<file path="src/rtl/ps2_rx_fifo.sv">
// ps2_rx_fifo: PS/2 device-to-host receiver with
// clock deglitch, frame checks, watchdog and byte FIFO.
module ps2_rx_fifo #(
   parameter int FILTER_LEN     = 8,
   parameter int FIFO_DEPTH     = 8,
   parameter int TIMEOUT_CYCLES = 50000,
   parameter bit CHECK_PARITY   = 1'b1
) (
   input  logic                        clk,
   input  logic                        reset,
   input  logic                        ps2_clk,
   input  logic                        ps2_data,
   input  logic                        rx_en,
   input  logic                        rd_en,
   input  logic                        err_clr,
   output logic [7:0]                  dout,
   output logic                        empty,
   output logic                        full,
   output logic [$clog2(FIFO_DEPTH):0] count,
   output logic                        rx_done_tick,
   output logic                        parity_err,
   output logic                        frame_err,
   output logic                        overflow
);

   localparam int AW  = $clog2(FIFO_DEPTH);
   localparam int CW  = AW + 1;
   localparam int WDW = $clog2(TIMEOUT_CYCLES);
   localparam logic [WDW-1:0] WD_LAST = WDW'(TIMEOUT_CYCLES - 1);
   localparam logic [CW-1:0]  DEPTH   = CW'(FIFO_DEPTH);

   typedef enum logic [2:0] {
      IDLE, DATA, PAR, STOP, PUSH
   } state_t;

   state_t state, state_n;

   logic [1:0]            clk_sync;
   logic [1:0]            data_sync;
   logic [FILTER_LEN-1:0] filt;
   logic                  f_clk, f_clk_n;
   logic                  fall_edge, din;
   logic [7:0]            shreg;
   logic                  par;
   logic [2:0]            bit_idx;
   logic [WDW-1:0]        wd;
   logic                  in_frame, wd_expired;
   logic                  set_ferr, set_perr, push;
   logic                  do_wr, do_rd;
   logic [7:0]            mem [FIFO_DEPTH];
   logic [AW-1:0]         wr_ptr, rd_ptr;

   assign f_clk_n = (&filt)  ? 1'b1 :
                    (~|filt) ? 1'b0 : f_clk;
   assign fall_edge = f_clk & ~f_clk_n;
   assign din       = data_sync[1];

   // Synchronizers and clock filter; the clock chain idles
   // high like the pin so leaving reset cannot fake an edge.
   always_ff @(posedge clk or posedge reset) begin
      if (reset) begin
         clk_sync  <= 2'b11;
         data_sync <= 2'b00;
         filt      <= '1;
         f_clk     <= 1'b1;
      end else begin
         clk_sync  <= {clk_sync[0], ps2_clk};
         data_sync <= {data_sync[0], ps2_data};
         filt      <= {filt[FILTER_LEN-2:0], clk_sync[1]};
         f_clk     <= f_clk_n;
      end
   end

   assign in_frame   = (state == DATA) || (state == PAR) ||
                       (state == STOP);
   assign wd_expired = in_frame && !fall_edge && (wd == WD_LAST);

   // FSM state register
   always_ff @(posedge clk or posedge reset) begin
      if (reset) state <= IDLE;
      else       state <= state_n;
   end

   // FSM next state and frame verdicts
   always_comb begin
      state_n  = state;
      set_ferr = 1'b0;
      set_perr = 1'b0;
      push     = 1'b0;
      unique case (state)
         IDLE: begin
            if (fall_edge && rx_en) begin
               if (!din) state_n = DATA;
               else      set_ferr = 1'b1;
            end
         end
         DATA: begin
            if (fall_edge && bit_idx == 3'd7) state_n = PAR;
         end
         PAR: begin
            if (fall_edge) state_n = STOP;
         end
         STOP: begin
            if (fall_edge) begin
               state_n = IDLE;
               if (!din)
                  set_ferr = 1'b1;
               else if (CHECK_PARITY && !(^{shreg, par}))
                  set_perr = 1'b1;
               else
                  state_n = PUSH;
            end
         end
         PUSH: begin
            push    = 1'b1;
            state_n = IDLE;
         end
         default: state_n = IDLE;
      endcase
      if (wd_expired) begin
         state_n  = IDLE;
         set_ferr = 1'b1;
      end
   end

   // Frame shift register, bit counter, parity and watchdog
   always_ff @(posedge clk or posedge reset) begin
      if (reset) begin
         shreg   <= '0;
         par     <= 1'b0;
         bit_idx <= '0;
         wd      <= '0;
      end else begin
         if (fall_edge || !in_frame) wd <= '0;
         else                        wd <= wd + 1'b1;
         if (state == IDLE) begin
            bit_idx <= '0;
         end else if (state == DATA && fall_edge) begin
            shreg   <= {din, shreg[7:1]};
            bit_idx <= bit_idx + 1'b1;
         end
         if (state == PAR && fall_edge) par <= din;
      end
   end

   assign empty        = (count == '0);
   assign full         = (count == DEPTH);
   assign do_rd        = rd_en & ~empty;
   assign do_wr        = push & (~full | rd_en);
   assign rx_done_tick = do_wr;
   assign dout         = empty ? 8'h00 : mem[rd_ptr];

   // FIFO storage; contents are masked by empty
   always_ff @(posedge clk) begin
      if (do_wr) mem[wr_ptr] <= shreg;
   end

   // FIFO pointers and occupancy
   always_ff @(posedge clk or posedge reset) begin
      if (reset) begin
         wr_ptr <= '0;
         rd_ptr <= '0;
         count  <= '0;
      end else begin
         if (do_wr) wr_ptr <= wr_ptr + 1'b1;
         if (do_rd) rd_ptr <= rd_ptr + 1'b1;
         unique case ({do_wr, do_rd})
            2'b10:   count <= count + 1'b1;
            2'b01:   count <= count - 1'b1;
            default: count <= count;
         endcase
      end
   end

   // Sticky error flags; a new error wins over err_clr
   always_ff @(posedge clk or posedge reset) begin
      if (reset) begin
         parity_err <= 1'b0;
         frame_err  <= 1'b0;
         overflow   <= 1'b0;
      end else begin
         parity_err <= (parity_err & ~err_clr) | set_perr;
         frame_err  <= (frame_err & ~err_clr) | set_ferr;
         overflow   <= (overflow & ~err_clr) |
                       (push & full & ~rd_en);
      end
   end

endmodule

</file>
<file path="config.mk">
export PLATFORM = sky130hd
export DESIGN_NAME = ps2_rx_fifo
export DESIGN_NICKNAME = d
export VERILOG_FILES = /design/src/rtl/ps2_rx_fifo.sv
export SDC_FILE = /design/constraint.sdc
export NUM_CORES = 1
export LEC_CHECK = 0
export BUFFER_PORTS_ARGS = -buffer_cell sky130_fd_sc_hd__buf_2
export CAP_MARGIN = 20
export CELL_PAD_IN_SITES_DETAIL_PLACEMENT = 0
export CELL_PAD_IN_SITES_GLOBAL_PLACEMENT = 1
export CORE_MARGIN = 4
export CORE_UTILIZATION = 51
export CTS_CLUSTER_DIAMETER = 150
export DETAILED_ROUTE_END_ITERATION = 6
export PLACE_DENSITY = 0.79
export SLEW_MARGIN = 20
export SYNTH_ARGS = -nofsm -noshare
export SYNTH_HDL_FRONTEND = slang
export SYNTH_SLANG_ARGS = --single-unit
export TNS_END_PERCENT = 1
</file>
<file path="constraint.sdc">
create_clock -name clk -period 3.1 [get_ports clk]
set_clock_uncertainty 0.05 [all_clocks]
set_input_delay 0.62 -clock clk [delete_from_list [all_inputs] [get_ports clk]]
set_output_delay 0.62 -clock clk [all_outputs]
set_load 0.02 [all_outputs]
</file>
==> results.md <==
- EDFF count, synth: between 60 and 70
- RSZ-0062 raised after global routing: no
- Port bufs: 24
- CTS tree: yes
- Setup crit start kind: flop
- Status: finished, final reports clean
- Worst skew pair latency: approximately 0.5 ns
- Peak VDD IR: 568 uV
- Ys async rst share: 47.1%
- Setup_tns: 0 ns
- Final hold vios: 0
- H-Tree Depth: 4
- Final WL: between 8 and 9 mm
- Initial antenna violation count: 0
- Vias in the first global route: roughly 2900
- R2R setup slack: between 0.4 and 0.5 ns
- R2r startpoint: count[0]$_DFFE_PP0P_
- Max-cap violation count: 0
- Largest net degree at the start of global routing: a little over 50
- Data required time of the critical path: about 2.4 ns
- Core Util, Final: approximately three fifths
- Layout area overhead: 18.3%
- Worst r2r path cells: 10
- CP Class: reg2out
- DRC: 0
- First-pass GRT wire length: roughly 14 mm
- Drt pass-1 iters: 4
- Post-synth top area cell: edfxtp_1
- Nets: about 400
- Synthesized cell area: between 5000 and 6000 sq um
- Rel. slew slack: 43.3%
- Final ANT Viol Nets: 0
- Clock Tree Buf Depth: 2
- Critical-path top delay cell: dfrtp_1
- Peak Freq: about 360 MHz
- Power Density: 840 nW/um^2
- Clk slew on worst S/H paths: about 0.060 ns
- DIE AREA: about 12000 sq um
- Critical path launch point: rd_ptr[1]$_DFFE_PP0P_
- CTS Buf Count: 17
- Top Ports: 25
- Layout cells sized above 1: approximately 29%
- Synthesized flop and latch total: 121
- Setup Buffers After CTS: 0
- Post-Syn Area per Cell: between 10 and 15 sq um
- Syn_nets: 355
- Critical path, cell by cell: mux4_2 -> mux2i_1 -> nor2_1 -> buf_2
- Final HPWL DP: 5.51 mm
- Clock Sinks: 121
- CP endpoint kind: primary output
- Via density: between 5 and 6
- Worst slew pin tran: 0.849 ns
- Max-slew violation count: 0
- Seq/Total Area, Yosys: between 60 and 70%
- Wire per inst: between 15 and 20 microns
- Netlist cell types: 43
- Die height: between 100 and 150 microns
- 1st-iter DRT viols: slightly below 100
- GPL Wtd Cong: between 0.7 and 0.8
- CTS root buf: clkbuf_8
- Hold-fix buffers, CTS: 0
- Starting Density: 52.0%
- List of most frequent post-synthesis cells: edfxtp_1 (64), dfrtp_1 (46), nor2_1 (34)
- YS warnings: 0
- Ant. Diodes: 0
- Setup ws final: 0.305 ns
- Min Tclk post-route: between 2 and 3 ns
- # setup viols final: 0
- Gr usage total: 16.6%
- CP Capture Point: dout[4]
- Hold depth: 1
- Core area: around 9700 sq um
- Top post-synthesis cells by area: edfxtp_1 (38%), dfrtp_1 (23%), mux4_2 (7.1%), dfstp_2 (5.7%), xnor2_1 (2.8%)
- Most instantiated library cell after synthesis: edfxtp_1
- CP max FO: 18
- Main synth FF type: edfxtp_1
- Post-cts sizing count: 0
- Reg-to-reg endpoint: count[3]$_DFFE_PP0P_
- Largest stage delay, worst path: between 0.8 and 0.9 ns
- Via count: ~2800
- Yosys top cell area share: a little under two fifths
- Period utilisation layout: between 90 and 100%
- Lkg Pwr: 2.39 nW
- Hold crit path type: in2reg
- Die width: ~110 microns
- GR Overflow Total: 0
- Row count: 36
- Post-place setup slack: 0.430 ns
- Mapped Cells: between 300 and 400
- CP arrival: approximately 2.1 ns
[placed cells by master (no fill, tap or decap), types with 12 or more instances in the layout]
cell type / count
buf_2: 24
dfrtp_1: 46
edfxtp_1: 64
clkbuf_16: 16
mux4_2: 16
nand2_1: 19
xnor2_1: 16
nor2_1: 34
xor2_1: 12
[flip-flops by register name (all words and copies together), names as in the netlist]
register and cells:
mem 64, rd_ptr 3, frame_err 1, parity_err 1, shreg 8, par 1, filt 8, state 3
wd 16, wr_ptr 3, bit_idx 3, clk_sync 2, overflow 1, count 4, f_clk 1, data_sync 2
[routing by layer]
layer  GRT usage, %  up-vias  wire length [microns]
met5              0        -                      0
met4           5.95        0                     72
met3           4.74        4                    298
met2           26.0       45                   4160
met1           22.2     1394                   3890
li1               -     1334                      -
[final cells by class]
type | count | area, sq um
multi-input combinational | 196 | 1610
clock inverter | 15 | 191
clock buffer | 17 | 414
tap | 133 | 166
fill | 772 | 3740
sequential | 121 | 3360
timing repair buffer | 35 | 203
inverter | 11 | 42.5
[where the power goes]
group          internal [mW]  switching (mW)
Combinational          0.528           0.570
Clock                   1.24           0.728
Sequential              1.78           0.183
Total                   3.54            1.48
[per-stage QoR]
step	power, mW	hold slack, ns	std cells	instance area [sq um]
4_1_cts	5.09	0.142	528	5980
3_3_place_gp	3.09	0.283	496	5380
3_5_place_dp	3.10	0.298	496	5380
2_1_floorplan	2.82	0.281	339	5060
5_1_grt	5.30	0.130	528	5990
6_report	5.03	0.172	528	5990
[cell families (layout without fill, tap and decap cells)]
group / Yosys count / count (layout) / share of synthesized area, %
adders and majority gates: 9 / 9 / 2.37
AOI/OAI and AO/OA: 22 / 22 / 2.62
xor gates and xnor gates: 28 / 28 / 4.85
buffers and inverters: 22 / 78 / 1.80
and+or+nand+nor: 101 / 101 / 10.6
muxes: 36 / 36 / 11.4
DFF: 121 / 121 / 66.4
[worst min path at each step]
| stage | start | endpoint | slack [ns] |
|---|---|---|---|
| floorplan | data_sync[0]$_DFF_PP0_ | data_sync[1]$_DFF_PP0_ | 0.28 |
| global placement | data_sync[0]$_DFF_PP0_ | data_sync[1]$_DFF_PP0_ | 0.28 |
| detailed placement | clk_sync[0]$_DFF_PP1_ | clk_sync[1]$_DFF_PP1_ | 0.30 |
| CTS | ps2_clk | clk_sync[0]$_DFF_PP1_ | 0.14 |
| global route | ps2_clk | clk_sync[0]$_DFF_PP1_ | 0.13 |
| finish | ps2_clk | clk_sync[0]$_DFF_PP1_ | 0.17 |
[critical path: cells and delay by family (launching register included)]
kind | cells | cell delay [ns]
buffers and inverters | 1 | 0.15
and+or+nand+nor | 1 | 0.05
DFF | 1 | 0.83
muxes | 2 | 0.58
No activity file was read; power rests on OpenSTA's default activity.
